`src/rtl/morse_char_assembler_pkg.sv`:
```
// ============================================================================
// Module      : morse_pkg
// Description : Shared types and constants for the Morse character assembler:
//               FSM state enum, symbol encoding, default character length
//               and the character record type.
// Revision    : 1.0 - initial release
// ============================================================================
`default_nettype none

package morse_pkg;

  // Maximum number of symbols a single character may carry
  localparam int MORSE_MAX_SYM = 5;

  // Symbol encoding inside a character code
  localparam logic SYM_DOT  = 1'b0;
  localparam logic SYM_DASH = 1'b1;

  // Assembler FSM states
  typedef enum logic [1:0] {
    ST_IDLE    = 2'd0,
    ST_COLLECT = 2'd1,
    ST_ERR     = 2'd2
  } state_e;

  // Completed character record at the default character length
  typedef struct packed {
    logic [MORSE_MAX_SYM-1:0] code;
    logic [2:0]               len;
    logic                     space;
  } char_t;

endpackage

`default_nettype wire

```
`src/rtl/morse_char_assembler_if.sv`:
```
// ============================================================================
// Module      : morse_char_assembler_if
// Description : Valid/ready character channel between the assembler and the
//               downstream lookup/display stage.
// Revision    : 1.0 - initial release
// ============================================================================
`default_nettype none

interface morse_char_assembler_if
  import morse_pkg::*;
#(
  parameter int MAX_SYM = MORSE_MAX_SYM,
  parameter int LEN_W   = 3
);

  logic               out_valid;
  logic               out_ready;
  logic [MAX_SYM-1:0] out_code;
  logic [LEN_W-1:0]   out_len;
  logic               out_space;

  // Producer side: the assembler drives the character and samples ready
  modport master (
    output out_valid,
    output out_code,
    output out_len,
    output out_space,
    input  out_ready
  );

  // Consumer side
  modport slave (
    input  out_valid,
    input  out_code,
    input  out_len,
    input  out_space,
    output out_ready
  );

endinterface

`default_nettype wire

```
`src/rtl/morse_char_assembler_slot.sv`:
```
// ============================================================================
// Module      : morse_char_slot
// Description : One-entry valid/ready holding register for completed Morse
//               characters. Accepts a load when empty or when the current
//               entry is being popped in the same cycle; otherwise reports the
//               incoming character as dropped.
// Revision    : 1.0 - initial release
// ============================================================================
`default_nettype none

module morse_char_slot
  import morse_pkg::*;
#(
  parameter int MAX_SYM = MORSE_MAX_SYM,
  parameter int LEN_W   = 3
) (
  input  logic               clk,
  input  logic               reset_n,
  input  logic               load_req,
  input  logic [MAX_SYM-1:0] load_code,
  input  logic [LEN_W-1:0]   load_len,
  input  logic               load_space,
  output logic               drop,
  morse_char_assembler_if.master ch
);

  logic               valid_q, valid_d;
  logic [MAX_SYM-1:0] code_q, code_d;
  logic [LEN_W-1:0]   len_q, len_d;
  logic               space_q, space_d;
  logic               load;

  // Load/pop/drop decisions; a pop and a reload may share one cycle
  always_comb begin
    load    = load_req && (!valid_q || ch.out_ready);
    drop    = load_req && valid_q && !ch.out_ready;
    valid_d = valid_q;
    code_d  = code_q;
    len_d   = len_q;
    space_d = space_q;
    if (load) begin
      valid_d = 1'b1;
      code_d  = load_code;
      len_d   = load_len;
      space_d = load_space;
    end else if (valid_q && ch.out_ready) begin
      // Pop: data fields keep their last value
      valid_d = 1'b0;
    end
  end

  // Holding register state
  always_ff @(posedge clk or negedge reset_n) begin
    if (!reset_n) begin
      valid_q <= 1'b0;
      code_q  <= '0;
      len_q   <= '0;
      space_q <= 1'b0;
    end else begin
      valid_q <= valid_d;
      code_q  <= code_d;
      len_q   <= len_d;
      space_q <= space_d;
    end
  end

  assign ch.out_valid = valid_q;
  assign ch.out_code  = code_q;
  assign ch.out_len   = len_q;
  assign ch.out_space = space_q;

endmodule

`default_nettype wire

```
`src/rtl/morse_char_assembler.sv`:
```
// ============================================================================
// Module      : morse_char_assembler
// Description : Accumulates dot/dash pulses from the Morse decoder into a
//               character code, closes characters on letter/word gaps and
//               hands them to a one-entry valid/ready holding register.
//               Sticky flags report over-long characters and drops.
// Revision    : 1.0 - initial release
// ============================================================================
`default_nettype none

module morse_char_assembler
  import morse_pkg::*;
#(
  parameter int MAX_SYM = MORSE_MAX_SYM,
  parameter int LEN_W   = 3
) (
  input  logic clk,
  input  logic reset_n,
  input  logic dot,
  input  logic dash,
  input  logic lg,
  input  logic wg,
  input  logic err_clr,
  output logic overflow,
  output logic too_long,
  morse_char_assembler_if.master out_if
);

  localparam logic [1:0] S_IDLE    = 2'(ST_IDLE);
  localparam logic [1:0] S_COLLECT = 2'(ST_COLLECT);
  localparam logic [1:0] S_ERR     = 2'(ST_ERR);

  logic [1:0]         state_q, state_d;
  logic [MAX_SYM-1:0] code_q, code_d;
  logic [LEN_W-1:0]   len_q, len_d;
  logic               too_long_q, too_long_d;
  logic               overflow_q, overflow_d;

  logic               emit;
  logic [MAX_SYM-1:0] emit_code;
  logic [LEN_W-1:0]   emit_len;
  logic               emit_space;
  logic               too_long_set;
  logic               sym;
  logic               drop;

  // FSM and accumulator; priority wg > lg > dash > dot
  always_comb begin
    state_d      = state_q;
    code_d       = code_q;
    len_d        = len_q;
    emit         = 1'b0;
    emit_code    = code_q;
    emit_len     = len_q;
    emit_space   = 1'b0;
    too_long_set = 1'b0;
    sym          = dash ? SYM_DASH : SYM_DOT;

    case (state_q)
      S_IDLE: begin
        if (wg) begin
          // Word gap with no pending symbols: space-only token
          emit       = 1'b1;
          emit_code  = '0;
          emit_len   = '0;
          emit_space = 1'b1;
        end else if (lg) begin
          // Letter gap without a character carries no information
          state_d = S_IDLE;
        end else if (dot || dash) begin
          code_d    = '0;
          code_d[0] = sym;
          len_d     = LEN_W'(1);
          state_d   = S_COLLECT;
        end
      end

      S_COLLECT: begin
        if (wg || lg) begin
          emit       = 1'b1;
          emit_code  = code_q;
          emit_len   = len_q;
          emit_space = wg;
          code_d     = '0;
          len_d      = '0;
          state_d    = S_IDLE;
        end else if (dot || dash) begin
          if (len_q < LEN_W'(MAX_SYM)) begin
            for (int i = 0; i < MAX_SYM; i++) begin
              if (len_q == LEN_W'(i)) code_d[i] = sym;
            end
            len_d = len_q + LEN_W'(1);
          end else begin
            // Character too long: discard it and swallow symbols until a gap
            too_long_set = 1'b1;
            code_d       = '0;
            len_d        = '0;
            state_d      = S_ERR;
          end
        end
      end

      S_ERR: begin
        // Any gap ends the discarded character; its word space is lost
        if (wg || lg) state_d = S_IDLE;
      end

      default: begin
        code_d  = '0;
        len_d   = '0;
        state_d = S_IDLE;
      end
    endcase
  end

  // Sticky error flags; a set in the same cycle as a clear wins
  always_comb begin
    too_long_d = (too_long_q && !err_clr) || too_long_set;
    overflow_d = (overflow_q && !err_clr) || drop;
  end

  // FSM, accumulator and flag registers
  always_ff @(posedge clk or negedge reset_n) begin
    if (!reset_n) begin
      state_q    <= S_IDLE;
      code_q     <= '0;
      len_q      <= '0;
      too_long_q <= 1'b0;
      overflow_q <= 1'b0;
    end else begin
      state_q    <= state_d;
      code_q     <= code_d;
      len_q      <= len_d;
      too_long_q <= too_long_d;
      overflow_q <= overflow_d;
    end
  end

  morse_char_slot #(
    .MAX_SYM (MAX_SYM),
    .LEN_W   (LEN_W)
  ) u_slot (
    .clk        (clk),
    .reset_n    (reset_n),
    .load_req   (emit),
    .load_code  (emit_code),
    .load_len   (emit_len),
    .load_space (emit_space),
    .drop       (drop),
    .ch         (out_if)
  );

  assign overflow = overflow_q;
  assign too_long = too_long_q;

endmodule

`default_nettype wire

```
`src/flat_wrapper.sv`:
```
// flat-port wrapper written by rule: the top's interface ports become plain ports
module morse_char_assembler_flat import morse_pkg::*;
#(
  parameter int MAX_SYM = MORSE_MAX_SYM,
  parameter int LEN_W   = 3
)
  (clk, reset_n, dot, dash, lg, wg, err_clr, overflow, too_long, out_if_out_valid, out_if_out_code, out_if_out_len, out_if_out_space, out_if_out_ready);
  morse_char_assembler_if #(.MAX_SYM(MAX_SYM), .LEN_W(LEN_W)) out_if_i ();
  input  logic clk;
  input  logic reset_n;
  input  logic dot;
  input  logic dash;
  input  logic lg;
  input  logic wg;
  input  logic err_clr;
  output logic overflow;
  output logic too_long;
  output wire logic [$bits(out_if_i.out_valid)-1:0] out_if_out_valid;
  output wire logic [$bits(out_if_i.out_code)-1:0] out_if_out_code;
  output wire logic [$bits(out_if_i.out_len)-1:0] out_if_out_len;
  output wire logic [$bits(out_if_i.out_space)-1:0] out_if_out_space;
  input wire logic [$bits(out_if_i.out_ready)-1:0] out_if_out_ready;
  assign out_if_out_valid = out_if_i.out_valid;
  assign out_if_out_code = out_if_i.out_code;
  assign out_if_out_len = out_if_i.out_len;
  assign out_if_out_space = out_if_i.out_space;
  assign out_if_i.out_ready = out_if_out_ready;
  morse_char_assembler #(.MAX_SYM(MAX_SYM), .LEN_W(LEN_W)) u_core (.clk(clk), .reset_n(reset_n), .dot(dot), .dash(dash), .lg(lg), .wg(wg), .err_clr(err_clr), .overflow(overflow), .too_long(too_long), .out_if(out_if_i));
endmodule
```
`config.mk`:
```
export PLATFORM = sky130hd
export DESIGN_NAME = morse_char_assembler_flat
export DESIGN_NICKNAME = d
export VERILOG_FILES = /design/src/rtl/morse_char_assembler_pkg.sv /design/src/rtl/morse_char_assembler_if.sv /design/src/rtl/morse_char_assembler_slot.sv /design/src/rtl/morse_char_assembler.sv /design/src/flat_wrapper.sv
export SDC_FILE = /design/constraint.sdc
export NUM_CORES = 1
export LEC_CHECK = 0
export CAP_MARGIN = 20
export CORE_MARGIN = 3
export CORE_UTILIZATION = 40
export DETAILED_ROUTE_END_ITERATION = 8
export PLACE_DENSITY = 0.59
export SLEW_MARGIN = 20
export SYNTH_ARGS = -nofsm -noshare
export SYNTH_HDL_FRONTEND = slang
export SYNTH_SLANG_ARGS = --single-unit
```
`constraint.sdc`:
```
create_clock -name clk -period 2.5 [get_ports clk]
set_input_delay 0.5 -clock clk [delete_from_list [all_inputs] [get_ports clk]]
set_output_delay 0.5 -clock clk [all_outputs]
set_load 0.03 [all_outputs]
```
==> impl_results.md, run 1 <==
* RR Startpoint: u_core.state_q[0]$_DFFE_PN0P_
* Hold-fix buffers, CTS at 0
* Clk pin slew, worst setup/hold paths at 0.12 ns
* CP Capture Type: output port
* Final Hold Fails at 0
* Clock skew at roughly 0.0045 ns
* Area contributors post-synth: dfrtp_1, mux2i_1, inv_1
* Count leader, synth: dfrtp_1
* DR vias/cell at ~5.0
* CP bufs+invs at 1
* Mapped cell area at 1180 um^2
* DP HPWL at ~1600 um
* DRC errors left at 0
* Period Utilization, post-route at 73.1%
* Worst Hold Depth at 2
* CTS-repair resized insts at 0
* Switching share of power at 29.3%
* Final Core Density at 51.4%
* Seq/Total Area, Yosys at 46.7%
* Chip width at around 60 um
* Final TNS setup at 0 ns
* Largest net degree at the start of global routing at 23
* Global Route Usage Sum at 13.9%
* Max FO, Critical Path at 2
* First-pass GRT wire length at 3770 um
* Peak Freq at 547 MHz
* Net switching power figure at 0.000210 W
* Register bit total from synthesis at 22
* R2r setup slk at 0.95 ns
* Final Worst Setup Slack at 0.673 ns
* Post-CTS setup buffers at 0
* Number of synthesized flops with an enable pin at 0
* Flop pwr share at 55.5%
* Die H at a little over 60 um
* Status: completed
* Hold path start: u_core.u_slot.ch.out_len[2]$_DFFE_PN0P_
* Final min period at 1.83 ns
* I/O Buffers at 19
* Post-synth ARST share at 100%
* Peak VDD IR at approximately 0.23 mV
* Worst-Skew Late Latency at 0.29 ns
* CP max-delay cell: clkdlybuf4s50_1
* Startpoint types: flip-flop
* I/O pin cnt at 20
* Syn Inst Count at 117
* Worst reg2reg endpoint: u_core.u_slot.ch.out_code[3]$_DFFE_PN0P_
* Remaining global-route overflow at 0
* Distinct cells, synth at 35
* Vias in the first global route at slightly above 800
* Synth top area share at 46.7%
* Top FF cell, synth: dfrtp_1
* Max stage delay on crit path at 0.67 ns
* Synth top cells by count: dfrtp_1, inv_1, nand2_1
* Initial Utilization at 42.4%
* Initial antenna violation count at 0
* Min-Delay Path Class: flip-flop to flip-flop
* Kind of critical path: flip-flop to output port
* Share of layout cells above drive strength 1 at 7.97%
* Worst-margin pin slew at 0.547 ns
* ANT nets after route at 0
* Syn. warnings at 0
* CP cell instances: clkdlybuf4s50_1
* CTS H-tree depth at 1
* Mapped Nets at 130
* P per Cell Area at 503 nW/um^2
* FP Rows at 19
* GP Congestion at 0.838
* RSZ-0062 raised after global routing: no
* Hold EP: u_core.u_slot.ch.out_len[2]$_DFFE_PN0P_
* Root buffer cell: clkbuf_4
* CP arrival at 1.33 ns
* CP required at 2.00 ns
* Syn Area/Cell at slightly above 10 um^2
* Largest area contributor in the netlist: dfrtp_1
* Layout fillers at 273
* CTS tree: built
* Final slew viol count at 0
* P_int at 0.000508 W
* Max-capacitance violation count at 0
* Cts bufs inserted at 3
* DR WL/cell at 13.2 um
* Reg2reg path depth at 4
* Core area at 2780 um^2
* First-pass DRT Iterations at 4
* Vias post-DR at between 800 and 900
* Count of final setup violators at 0
* Slew HR at 63.3%
* Die Area at 3640 um^2
* Clk pwr share at around 22%
* NumNets Final at 153
* Initial drt markers at 21
* Sink Count at 22
* Diode count at 0
* Dpl ws at 0.420 ns
* Routed wire length at 2230 um
* Leak Pwr at 0.606 nW
* Logic pwr share at 23.0%
* Cell family with most CP delay: buffers and inverters
* Clock Path Buffers at 2
* Synth-to-layout area growth at 21.1%
==> flip-flops by register name, summed over array words and instances, names as in the netlist <==
name	flops
u_core.code_q	5
u_core.u_slot.ch.out_code	5
u_core.len_q	3
u_core.u_slot.ch.out_len	3
u_core.state_q	2
u_core.overflow	1
u_core.too_long	1
u_core.u_slot.ch.out_space	1
u_core.u_slot.ch.out_valid	1
==> power groups by stage <==
| stage | registers (W) | logic [W] | clock network (W) |
|---|---|---|---|
| 2_1_floorplan | 0.000430 | 0.0000720 | 0 |
| 3_3_place_gp | 0.000406 | 0.000165 | 0 |
| 3_5_place_dp | 0.000406 | 0.000167 | 0 |
| 4_1_cts | 0.000399 | 0.000168 | 0.000166 |
| 5_1_grt | 0.000403 | 0.000179 | 0.000180 |
| 6_report | 0.000399 | 0.000165 | 0.000155 |
==> cell families (layout without fill, tap and decap cells) <==
group,after synthesis,after routing,share of synthesized area (%)
and+or+nand+nor,36,36,18.0
buffers and inverters,24,45,8.48
DFF,22,22,46.7
AOI/OAI and AO/OA,19,19,11.8
muxes,11,11,9.76
adders and majority gates,5,5,5.30
==> per-layer routing <==
layer  vias up  GRT usage (%)  part of all wire (%)
met4         0           4.75                  0.72
met1       391           20.1                    50
met5         -              0                     0
met2        13           20.7                    45
met3         2           2.59                   4.0
li1        446              -                     -
==> cell usage in the layout (no fill, tap or decap), drive strengths merged <==
| cell | synthesis | layout |
|---|---|---|
| or2 | 1 | 1 |
| mux2 | 1 | 1 |
| o31a | 1 | 1 |
| nand3b | 1 | 1 |
| dfrtp | 22 | 22 |
| or3b | 1 | 1 |
| or2b | 1 | 1 |
| or3 | 1 | 1 |
| a21oi | 1 | 1 |
| o21ai | 7 | 7 |
| o2111ai | 1 | 1 |
| nor3 | 2 | 2 |
| buf | 3 | 3 |
| nand4b | 1 | 1 |
| a211o | 1 | 1 |
| nor3b | 1 | 1 |
| nand2 | 11 | 11 |
| a21bo | 1 | 1 |
| nand4 | 4 | 4 |
| nand3 | 1 | 1 |
| mux2i | 10 | 10 |
| a32o | 1 | 1 |
| ha | 5 | 5 |
| clkbuf | 1 | 3 |
| nand2b | 4 | 4 |
| inv | 20 | 20 |
| clkdlybuf4s50 | 0 | 19 |
| nor2b | 3 | 3 |
| nor2 | 2 | 2 |
| and2 | 1 | 1 |
| o221ai | 4 | 4 |
| o32ai | 2 | 2 |
| nor4bb | 1 | 1 |
==> per-stage QoR <==
stage               hold slack [ns]  total power, W  area [um^2]  instances
floorplan                     0.204        0.000502         1180        117
global placement              0.499        0.000570         1410        166
detailed placement            0.508        0.000573         1410        166
CTS                           0.531        0.000732         1430        169
global route                  0.536        0.000761         1430        169
finish                        0.525        0.000719         1430        169
==> worst max path at each step <==
stage                                                  start                      endpoint  cells past startpoint
floorplan                                                 wg  u_core.code_q[0]$_DFFE_PN0P_                      3
global placement                                          wg  u_core.code_q[4]$_DFFE_PN0P_                      4
detailed placement                                        wg  u_core.code_q[1]$_DFFE_PN0P_                      4
CTS                 u_core.u_slot.ch.out_code[1]$_DFFE_PN0P_            out_if_out_code[1]                      1
global route         u_core.u_slot.ch.out_len[2]$_DFFE_PN0P_             out_if_out_len[2]                      1
finish              u_core.u_slot.ch.out_code[1]$_DFFE_PN0P_            out_if_out_code[1]                      1
==> cell type report <==
type,count,area [um^2],area share [%]
flip-flops and latches,22,551,38.5
repair buffers,22,213,14.9
multi-input cells,71,529,37.0
clock buffers,3,22.5,1.58
well taps,31,38.8,2.71
inverters,20,75.1,5.25
(Power assumes the default switching activity.)
==> run 2: changes to the inputs <==
--- a/config.mk
+++ b/config.mk
@@ -9,7 +9,7 @@
 export CORE_MARGIN = 3
 export CORE_UTILIZATION = 40
 export DETAILED_ROUTE_END_ITERATION = 8
-export PLACE_DENSITY = 0.59
+export PLACE_DENSITY = 0.61
 export SLEW_MARGIN = 20
 export SYNTH_ARGS = -nofsm -noshare
 export SYNTH_HDL_FRONTEND = slang
==> constraint.sdc (replaced) <==
create_clock -name clk -period 1.5 [get_ports clk]
set_input_delay 0.3 -clock clk [delete_from_list [all_inputs] [get_ports clk]]
set_output_delay 0.3 -clock clk [all_outputs]
set_load 0.03 [all_outputs]
==> impl_results.md, run 2 (synthesis results as in run 1) <==
* Min-Delay Path Class: input port to async pin (was flip-flop to flip-flop)
* Clk pin slew, worst setup/hold paths at 0.11 ns (was 0.12 ns)
* Clock Path Buffers at 2 (unchanged)
* Hold-fix buffers, CTS at 0 (unchanged)
* Root buffer cell: clkbuf_4 (unchanged)
* CP arrival at 1.64 ns (was 1.33 ns)
* Clock skew at 0.00444 ns (was 0.00453 ns)
* Dpl cell area at 1470 um^2 (was 1410 um^2)
* Max-capacitance violation count at 0 (unchanged)
* CTS tree: built (unchanged)
* Count of final setup violators at 0 (unchanged)
* Cell area after layout at 1510 um^2 (was 1430 um^2)
* GP Congestion at 0.802 (was 0.838)
* First-pass GRT wire length at 3970 um (was 3770 um)
* Peak VDD IR at 0.494 mV (was 0.230 mV)
* NumNets Final at 164 (was 153)
* I/O pin cnt at 20 (unchanged)
* CP Capture Type: flip-flop (was output port)
* Vias in the first global route at 837 (was 810)
* CP Capture Point: u_core.u_slot.ch.out_code[3]$_DFFE_PN0P_ (was out_if_out_code[1])
* Routed wire length at 2280 um (was 2230 um)
* Die Area at 3640 um^2 (unchanged)
* Worst-Skew Late Latency at 0.30 ns (was 0.29 ns)
* ANT nets after route at 0 (unchanged)
* Final slew viol count at 0 (unchanged)
* Layout fillers at 269 (was 273)
* Synth-to-layout area growth at 27.6% (was 21.1%)
* Global Route Usage Sum at 14.7% (was 13.9%)
* RR Startpoint: u_core.len_q[0]$_DFFE_PN0P_ (was u_core.state_q[0]$_DFFE_PN0P_)
* Cts bufs inserted at 3 (unchanged)
* Peak Freq at 694 MHz
* Max FO, Critical Path at 8 (was 2)
* Chip width at 60.3 um (unchanged)
* Largest net degree at the start of global routing at 23 (unchanged)
* Reg2reg path depth at 5 (was 4)
* Setup crit start: wg (was u_core.u_slot.ch.out_code[1]$_DFFE_PN0P_)
* Startpoint types: input port (was flip-flop)
* DR WL/cell at 12.7 um (was 13.2 um)
* Kind of critical path: input port to flip-flop (was flip-flop to output port)
* DP HPWL at 1730 um (was 1650 um)
* Sink Count at 22 (unchanged)
* P per Cell Area at 805 nW/um^2 (was 503 nW/um^2)
* Slew HR at 80.0% (was 63.3%)
* Remaining global-route overflow at 0 (unchanged)
* First-pass DRT Iterations at 3 (was 4)
* Most frequent cells in the layout: inv_1, dfrtp_1, buf_4, dlygate4sd2_1, nand2_1 (was dfrtp_1, inv_1, clkdlybuf4s50_1, nand2_1, mux2i_1)
* CTS H-tree depth at 1 (unchanged)
* R2r setup slk at 0.11 ns (was 0.95 ns)
* Core area at 2780 um^2 (unchanged)
* Initial antenna violation count at 0 (unchanged)
* Final Core Density at 54.1% (was 51.4%)
* Diode count at 0 (unchanged)
* I/O Buffers at 19 (unchanged)
* CP required at 1.70 ns (was 2.00 ns)
* Initial Utilization at 42.4% (unchanged)
* Vias post-DR at 890 (was 852)
* Final min period at roughly 1.4 ns
* WHS at 0.329 ns (was 0.525 ns)
* DRC errors left at 0 (unchanged)
* Status: completed (unchanged)
* Worst reg2reg endpoint: u_core.code_q[3]$_DFFE_PN0P_ (was u_core.u_slot.ch.out_code[3]$_DFFE_PN0P_)
* Period Utilization, post-route at 96.1%
* FP Rows at 19 (unchanged)
* Final Hold Fails at 0 (unchanged)
* RSZ-0062 raised after global routing: yes (was no)
* Share of layout cells above drive strength 1 at 16.8% (was 7.97%)
* DR vias/cell at 4.94 (was 5.04)
* Initial drt markers at 32 (was 21)
* Leak Pwr at 0.700 nW (was 0.606 nW)
* Die H at 60.3 um (unchanged)
* Worst-margin pin slew at 0.296 ns (was 0.547 ns)
## run 2: cell count changes in the layout (fill, tap and decap cells not counted), sizes merged
cell           previous run  this run
clkdlybuf4s50            19         7
dlygate4sd2               0        12
buf                       3        14
## run 2: worst max-delay path, stage by stage
cell             delay [ns]
clkdlybuf4s50_1        0.59
or3b_2                 0.56
nand2_1                0.11
mux2i_1                0.07
## run 2: routing by layer
layer | vias up | part of all wire (%) | GRT usage, %
li1 | 470 | - | -
met1 | 403 | 48 | 20.8
met2 | 12 | 47 | 21.8
met3 | 5 | 2.9 | 2.59
met4 | 0 | 1.8 | 6.65
met5 | - | 0 | 0
## run 2: area by class of cell
cell class | instances | area (um^2) | area share [%]
Clock buffer | 3 | 22.5 | 1.50
Inverter | 20 | 75.1 | 4.99
Multi-Input combinational cell | 71 | 536 | 35.6
Sequential cell | 22 | 553 | 36.7
Tap cell | 31 | 38.8 | 2.58
Timing Repair Buffer | 33 | 280 | 18.6
## run 2: how the worst min path moves through the flow
stage	from	end
finish	reset_n	u_core.u_slot.ch.out_code[3]$_DFFE_PN0P_
CTS	reset_n	u_core.len_q[2]$_DFFE_PN0P_
global placement	u_core.overflow$_DFF_PN0_	u_core.overflow$_DFF_PN0_
floorplan	reset_n	u_core.code_q[0]$_DFFE_PN0P_
global route	reset_n	u_core.u_slot.ch.out_space$_DFFE_PN0P_
detailed placement	u_core.u_slot.ch.out_code[0]$_DFFE_PN0P_	u_core.u_slot.ch.out_code[0]$_DFFE_PN0P_
## run 2: timing repair
action,4_1_cts,5_1_grt
gates cloned,0,0
setup endpoints to repair,12,2
pin swaps,0,1
buffers inserted,0,3
resized for setup,12,3
## run 2: metrics by stage
stage               total power, W  setup WS (ns)   TNS, ns  cells
global placement          0.000971         -0.258     -4.08    174
floorplan                 0.000836         0.0985         0    117
global route               0.00129       -0.00191  -0.00191    180
finish                     0.00121         0.0586         0    180
detailed placement        0.000974         -0.278     -4.34    174
CTS                        0.00123         0.0571         0    177
## run 2: power by group
| part | leakage (nW) | switching (W) | internal, W | total [W] |
|---|---|---|---|---|
| Combinational | 0.396 | 0.000165 | 0.000131 | 0.000296 |
| Sequential | 0.290 | 0.0000248 | 0.000631 | 0.000656 |
| Clock | 0.0138 | 0.000166 | 0.0000937 | 0.000260 |
| Total | 0.700 | 0.000356 | 0.000856 | 0.00121 |
